<file path="config.mk">
export PLATFORM = sky130hd
export DESIGN_NAME = rename_stage
export DESIGN_NICKNAME = d
export VERILOG_FILES = /design/src/rtl/rename_stage_pkg.sv /design/src/rtl/rename_stage_free_list.sv /design/src/rtl/rename_stage.sv
export SDC_FILE = /design/constraint.sdc
export NUM_CORES = 2
export LEC_CHECK = 0
export CAP_MARGIN = 20
export CORE_MARGIN = 3
export CORE_UTILIZATION = 30
export DETAILED_ROUTE_END_ITERATION = 10
export DONT_BUFFER_PORTS = 1
export SKIP_CTS_REPAIR_TIMING = 1
export SYNTH_ARGS = -nofsm -noshare
export SYNTH_HDL_FRONTEND = slang
export SYNTH_SLANG_ARGS = --single-unit
export TNS_END_PERCENT = 100
</file>
<file path="constraint.sdc">
create_clock -name clk -period 85.1 [get_ports clk]
set_clock_uncertainty 0.2 [all_clocks]
set_input_delay 21.275 -clock clk [delete_from_list [all_inputs] [get_ports clk]]
set_output_delay 21.275 -clock clk [all_outputs]
set_load 0.01 [all_outputs]
</file>
<file path="src/rtl/rename_stage_pkg.sv">
// Shared types and sizing for the rename stage and its free list.
package rename_stage_pkg;

  localparam int ARCH_REGS = 32;
  localparam int PHYS_REGS = 128;
  localparam int PREG_W    = $clog2(PHYS_REGS);
  localparam int AREG_W    = $clog2(ARCH_REGS);
  localparam int FL_DEPTH  = PHYS_REGS - ARCH_REGS;
  localparam int FL_PTR_W  = $clog2(FL_DEPTH);
  localparam int FL_CNT_W  = $clog2(FL_DEPTH + 1);

  typedef struct packed {
    logic [31:0]       pc;
    logic [AREG_W-1:0] rs1;
    logic [AREG_W-1:0] rs2;
    logic [AREG_W-1:0] rd;
    logic              reg_write;
  } decode_data_t;

  typedef struct packed {
    logic [31:0]       pc;
    logic [AREG_W-1:0] rs1;
    logic [AREG_W-1:0] rs2;
    logic [AREG_W-1:0] rd;
    logic              reg_write;
    logic [PREG_W-1:0] prs1;
    logic [PREG_W-1:0] prs2;
    logic [PREG_W-1:0] prd;
    logic [PREG_W-1:0] old_prd;
  } rename_data_t;

  // Circular pointer increment; the depth is not a power of two.
  function automatic logic [FL_PTR_W-1:0] fl_ptr_inc(input logic [FL_PTR_W-1:0] ptr);
    return (ptr == FL_PTR_W'(FL_DEPTH - 1)) ? '0 : ptr + 1'b1;
  endfunction

endpackage

</file>
<file path="src/rtl/rename_stage_free_list.sv">
// Circular free list of physical tags; comes out of reset holding
// ARCH_REGS..PHYS_REGS-1 in ascending order.
module rename_stage_free_list
  import rename_stage_pkg::*;
(
  input  logic                clk,
  input  logic                reset,
  input  logic                pop,
  input  logic                push,
  input  logic [PREG_W-1:0]   push_preg,
  output logic [PREG_W-1:0]   head_preg,
  output logic [FL_CNT_W-1:0] count
);

  logic [PREG_W-1:0]   entry_reg [FL_DEPTH];
  logic [FL_PTR_W-1:0] head_reg;
  logic [FL_PTR_W-1:0] tail_reg;
  logic [FL_CNT_W-1:0] count_reg;
  logic                pop_en;
  logic                push_en;

  assign pop_en  = pop && (count_reg != '0);
  // A push into a full list has nowhere to go and is dropped.
  assign push_en = push && (count_reg != FL_CNT_W'(FL_DEPTH));

  always_ff @(posedge clk or posedge reset) begin
    if (reset) begin
      for (int i = 0; i < FL_DEPTH; i++) begin
        entry_reg[i] <= PREG_W'(ARCH_REGS + i);
      end
    end else if (push_en) begin
      entry_reg[tail_reg] <= push_preg;
    end
  end

  always_ff @(posedge clk or posedge reset) begin
    if (reset) begin
      head_reg  <= '0;
      tail_reg  <= '0;
      count_reg <= FL_CNT_W'(FL_DEPTH);
    end else begin
      if (pop_en) begin
        head_reg <= fl_ptr_inc(head_reg);
      end
      if (push_en) begin
        tail_reg <= fl_ptr_inc(tail_reg);
      end
      if (pop_en && !push_en) begin
        count_reg <= count_reg - 1'b1;
      end else if (push_en && !pop_en) begin
        count_reg <= count_reg + 1'b1;
      end
    end
  end

  assign head_preg = entry_reg[head_reg];
  assign count     = count_reg;

  push_while_full: assert property (@(posedge clk) disable iff (reset)
    !(push && count_reg == FL_CNT_W'(FL_DEPTH)));

endmodule

</file>
<file path="src/rtl/rename_stage.sv">
// Single-wide register rename: RAT lookup, free-list allocation, registered output.
// Optional RENAME_STALL_CNT_EN adds a saturating free-list-empty stall counter.
module rename_stage
  import rename_stage_pkg::*;
(
  input  logic              clk,
  input  logic              reset,
  input  logic              valid_in,
  output logic              ready_out,
  input  decode_data_t      data_in,
  output logic              valid_out,
  input  logic              ready_in,
  output rename_data_t      data_out,
  input  logic              free_valid,
  input  logic [PREG_W-1:0] free_preg
`ifdef RENAME_STALL_CNT_EN
  ,
  output logic [31:0]       stall_cycles
`endif
);

  logic                valid_reg;
  rename_data_t        data_reg;
  rename_data_t        pkt_next;
  logic                fire_in;
  logic                fire_out;
  logic                alloc;
  logic                fl_push;
  logic [PREG_W-1:0]   fl_head;
  logic [FL_CNT_W-1:0] fl_count;
  logic [PREG_W-1:0]   rat_map [ARCH_REGS];

  // Stalls on an empty free list even for instructions without a destination.
  assign ready_out = (!valid_reg || ready_in) && (fl_count != '0);
  assign fire_in   = valid_in && ready_out;
  assign fire_out  = valid_reg && ready_in;
  assign alloc     = fire_in && data_in.reg_write && (data_in.rd != '0);
  assign fl_push   = free_valid && (free_preg != '0);

  for (genvar gi = 0; gi < ARCH_REGS; gi++) begin : g_rat
    if (gi == 0) begin : g_zero
      assign rat_map[gi] = '0;
    end else begin : g_map
      logic [PREG_W-1:0] map_reg;
      always_ff @(posedge clk or posedge reset) begin
        if (reset) begin
          map_reg <= PREG_W'(gi);
        end else if (alloc && (data_in.rd == AREG_W'(gi))) begin
          map_reg <= fl_head;
        end
      end
      assign rat_map[gi] = map_reg;
    end
  end

  rename_stage_free_list u_free_list (
    .clk       (clk),
    .reset     (reset),
    .pop       (alloc),
    .push      (fl_push),
    .push_preg (free_preg),
    .head_preg (fl_head),
    .count     (fl_count)
  );

  always_comb begin
    pkt_next           = '0;
    pkt_next.pc        = data_in.pc;
    pkt_next.rs1       = data_in.rs1;
    pkt_next.rs2       = data_in.rs2;
    pkt_next.rd        = data_in.rd;
    pkt_next.reg_write = data_in.reg_write;
    pkt_next.prs1      = rat_map[data_in.rs1];
    pkt_next.prs2      = rat_map[data_in.rs2];
    if (alloc) begin
      pkt_next.prd     = fl_head;
      pkt_next.old_prd = rat_map[data_in.rd];
    end
  end

  always_ff @(posedge clk or posedge reset) begin
    if (reset) begin
      valid_reg <= 1'b0;
      data_reg  <= '0;
    end else if (fire_in) begin
      valid_reg <= 1'b1;
      data_reg  <= pkt_next;
    end else if (fire_out) begin
      valid_reg <= 1'b0;
    end
  end

  assign valid_out = valid_reg;
  assign data_out  = data_reg;

`ifdef RENAME_STALL_CNT_EN
  logic [31:0] stall_cnt_reg;

  always_ff @(posedge clk or posedge reset) begin
    if (reset) begin
      stall_cnt_reg <= '0;
    end else if (valid_in && !ready_out && (fl_count == '0) && (stall_cnt_reg != '1)) begin
      stall_cnt_reg <= stall_cnt_reg + 1'b1;
    end
  end

  assign stall_cycles = stall_cnt_reg;
`endif

endmodule

</file>
# Word level (Yosys, flattened, before mapping)
# Index checks and enable logic that the tools add are counted.
# totals
reg_bits,987
latch_bits,0
mem_bits_rw,0
mem_bits_ro,0
out_inout_bits,78
n_memories,0
# classes
addsub,4
multipliers,0
div,0
n_lt_le_gt_ge,6
n_eq_ne,34
shift,0
muxes,22
n_bitwise,5
reduce_logical,51
# op_table
cell,n
672-bit bitwise mux,1
7-bit binary-select mux with 5-bit select,3
7-bit two-way mux,13
"5-bit equality test, second input constant",16
7-bit binary-select mux with 7-bit select,1
7-bit demux with 7-bit select,1
1-bit logical AND,42
"5-bit by 4-bit equality test with 1-bit output, second input constant",8
"7-bit by 1-bit adder with 7-bit output, second input constant",3
"5-bit by 3-bit equality test with 1-bit output, second input constant",4
"6-bit greater-or-equal comparator, second input constant",3
5-bit NOT with 6-bit output,3
"8-bit greater-or-equal comparator, second input constant",2
7-bit NOT with 8-bit output,2
"7-bit equality test, second input constant",2
14-bit two-way mux,1
7-bit nonzero test,2
"5-bit by 2-bit equality test with 1-bit output, second input constant",2
"8-bit by 1-bit less-than comparator with 1-bit output, second input constant",1
"7-bit != test, second input constant",1
"7-bit by 1-bit subtractor with 7-bit output, second input constant",1
"5-bit by 1-bit equality test with 1-bit output, second input constant",1
5-bit nonzero test,1
2-bit nonzero test,2
other kinds (3),6

# Logic depth before layout (Yosys ltp)
# logic_depth
depth_word,11
depth_mapped,16
depth_no_buf,13

# Hierarchy
# A second synthesis with hierarchy kept.
# unflattened
cells_unflattened,3480
area_unflattened_um2,49402.4
# by_module_without_submodules
module,instances,cells_per_inst,area_per_inst_um2
rename_stage_free_list,1,2203,32710.1
rename_stage,1,1277,16692.3

# Worst setup path before layout
# OpenSTA, ideal clock, no wires.
# synth_timing
path_type,input -> output
start,input port ready_in
end,output port ready_out
arrival_time_ns,21.593
required_time_ns,63.625
path_slack_ns,42.032
stages,2
path_cell_list,nor2b_1 -> a31oi_1
# synth_via
elab_chain_cells,2
# synth_rtl
item,line,rtl
from (decl),rename_stage.sv:12,"input logic ready_in,"
1-bit logical OR,rename_stage.sv:34,assign ready_out = (!valid_reg || ready_in) && (fl_count != '0);
1-bit logical AND,rename_stage.sv:34,
to (decl),rename_stage.sv:9,"output logic ready_out,"
# Every way passes these cells.

# Worst setup path after layout
# Same ends and word-level chain as after synthesis.

==> impl_metrics.env <==
export IMPL_critical_path_top_delay_family="compound AO/OA/AOI/OAI gates"
export IMPL_tns_ps=0
export IMPL_syn_nets=3650
export IMPL_rsz0062_at_grt="no"
export IMPL_hold_depth=1
export IMPL_maxSlewHeadroom_pct=19.8
export IMPL_power_switching_mw=0.476
export IMPL_synth_area_leader_cell="dfrtp_1"
export IMPL_slowest_stage="a31oi_1"
export IMPL_largest_reg_flops=672
export IMPL_peakVddDrop_mv=0.0322
export IMPL_drtAntennaViolNets=0
export IMPL_grt_pass1_vias=29974
export IMPL_drc=0
export IMPL_ys_types=52
export IMPL_htree_levels=3
export IMPL_hold_viol_final=0
export IMPL_path_class="primary input to output pin"
export IMPL_seqPwrFrac_pct=44.1
export IMPL_ioPinCount=138
export IMPL_hold_class="flip-flop to flip-flop"
export IMPL_synth_edf_count=0
export IMPL_reg2reg_from="u_free_list.count[5]"
export IMPL_via_count=29077
export IMPL_drt_total_wl_um=123000
export IMPL_path_clk_slew_ps=60
export IMPL_path_max_fanout=3
export IMPL_start_util_pct=30.4
export IMPL_worstPathArrival_ps=21770
export IMPL_min_period_over_period_pct=50.8
export IMPL_cap_violations=0
export IMPL_power_density_nw_per_um2=28.2
export IMPL_row_count=146
export IMPL_yosys_top_cells_area="dfrtp_1 28%, dfstp_2 24%, mux4_2 15%"
export IMPL_gp_congestion=0.834
export IMPL_ys_ff_latch=987
export IMPL_crit_chain="nor2b_1 -> a31oi_1"
export IMPL_critical_path_required_ps=63630
export IMPL_layout_commonest_cell="mux2_2"
export IMPL_synth_ff_type="dfrtp_1"
export IMPL_grt_util_met2_pct=23.4
export IMPL_hold_end="u_free_list.entry_reg[190]"
export IMPL_fin_nets=3487
export IMPL_viasPerCell=5.14
export IMPL_path_buf_inv=0
export IMPL_grt_pass1_wl_um=190000
export IMPL_drv_slew=0
export IMPL_yosysTopAreaCellShare_pct=27.7
export IMPL_cts_max_path_buffers=3
export IMPL_fp_coreArea_um2=159000
export IMPL_min_from="u_free_list.entry_reg[190]"
export IMPL_tightest_slew_ps=1200
export IMPL_cts_buffers=103
export IMPL_worst_hold_slack_ps=286
export IMPL_syn_area_um2=48500
export IMPL_wl_per_cell_um=21.8
export IMPL_die_area_um2=167000
export IMPL_leakage_nw=22.7
export IMPL_rr_worst_depth=15
export IMPL_mostFrequentLayoutCells="595 x mux2_2, 533 x dfrtp_1, 450 x dfstp_2"
export IMPL_die_x_um=408
export IMPL_cp_depth=2
export IMPL_top_usage_layer="met2"
export IMPL_ys_seq_area_share_pct=52.0
export IMPL_async_flop_share_pct=100
export IMPL_fmax_mhz=23.1
export IMPL_grt_total_usage_pct=14.6
export IMPL_first_iter_violations=2053
export IMPL_startpoint_type="primary input"
export IMPL_yosysWarnings=0
export IMPL_clockPowerShare_pct=30.0
export IMPL_p_int_mw=1.04
export IMPL_hpwl_um=74800
export IMPL_period_minus_slack_ps=43240
export IMPL_antenna_found_initial=0
export IMPL_drt_first_pass_iters=5
export IMPL_met1_usage_pct=20.3
export IMPL_synth_avg_cell_area_um2=13.5
export IMPL_grt_max_degree=167
export IMPL_drive_gt1_share_pct=45.6
export IMPL_clockRootBuffer="clkbuf_16"
export IMPL_clock_sinks=987
export IMPL_overflow=0
export IMPL_fillers=15612
export IMPL_max_stage_delay_ps=430
export IMPL_switching_share_pct=31.4
export IMPL_port_buffers=0
export IMPL_cts_tree="yes"
export IMPL_reg2reg_slack_ps=79990
export IMPL_comb_power_share_pct=25.9
export IMPL_grtUsageMet3_pct=2.52
export IMPL_die_h_um=408
export IMPL_outcome="complete, no violations"
export IMPL_clkLatencyLatePin_ps=710
export IMPL_finalSetupViolCount=0
export IMPL_endpoint_kind="output pin"
export IMPL_area_delta_synth_final_pct=10.9
export IMPL_r2r_end="u_free_list.count[6]"
export IMPL_synth_cells=3585
-- Yosys cell counts (all sizes together) (3+ instances only) --
cell     count
mux2       735
dfrtp      537
dfstp      450
nand2      333
mux4       324
nor2       270
a21oi      229
clkbuf     210
buf        106
mux2i       73
o21ai       47
nor3        28
a22o        27
and3        23
o211ai      20
nand2b      19
nor2b       14
o221ai      13
o2111ai     12
a22oi       11
xor2         9
a221oi       8
a311oi       8
xnor2        8
and2         7
inv          7
or3          6
and4         5
ha           5
nand3        5
nand4        5
nor4         5
a31oi        4
nor4b        4
or2          4
a21o         3
-- cells by family after synthesis --
family          share of synthesized area [%]
compound gates                           4.73
buf+inv                                  2.82
fa+ha+maj                               0.129
simple gates                             6.38
flops                                    52.0
mux                                      33.6
xor+xnor                                0.307
-- metal layers --
metal	share of wire [%]	vias up
met5	0	-
met4	2.9	0
met3	5.2	196
met2	47	759
met1	45	15279
li1	-	12843
-- power by group through the flow --
stage	Combinational [mW]	Clock [mW]	Sequential, mW
3_3_place_gp	0.389	0	0.670
2_1_floorplan	0.322	0	0.640
6_report	0.392	0.454	0.669
3_5_place_dp	0.394	0	0.675
4_1_cts	0.395	0.468	0.668
5_1_grt	0.424	0.488	0.682
-- through the flow --
stage	instances	total power [mW]	utilization (%)	cell area [um2]	setup slack, ps
after floorplan	3585	0.962	-	48500	36600
after global placement	5460	1.06	31.6	50400	41850
after detailed placement	5461	1.07	31.6	50400	41850
after CTS	5657	1.53	33.7	53800	41850
after global routing	5659	1.59	33.7	53800	41840
final	5660	1.52	33.8	53800	41860
-- area by class of cell --
| cell class | count | area (um2) | area share (%) |
|---|---|---|---|
| Antenna cell | 1 | 2.50 | 0.00465 |
| Clock buffer | 154 | 3000 | 5.58 |
| Clock inverter | 42 | 435 | 0.809 |
| Inverter | 7 | 33.8 | 0.0628 |
| Multi-Input combinational cell | 2275 | 22000 | 40.8 |
| Sequential cell | 987 | 25300 | 47.0 |
| Tap cell | 2146 | 2690 | 4.99 |
| Timing Repair Buffer | 48 | 417 | 0.774 |
-- how the worst max path moves through the flow --
| stage | startpoint | endpoint |
|---|---|---|
| 2_1_floorplan | reset | data_out[0] |
| 3_3_place_gp | ready_in | ready_out |
| 3_5_place_dp | ready_in | ready_out |
| 4_1_cts | ready_in | ready_out |
| 5_1_grt | ready_in | ready_out |
| 6_report | ready_in | ready_out |
Note: power is estimated with default switching activity, not from simulation.
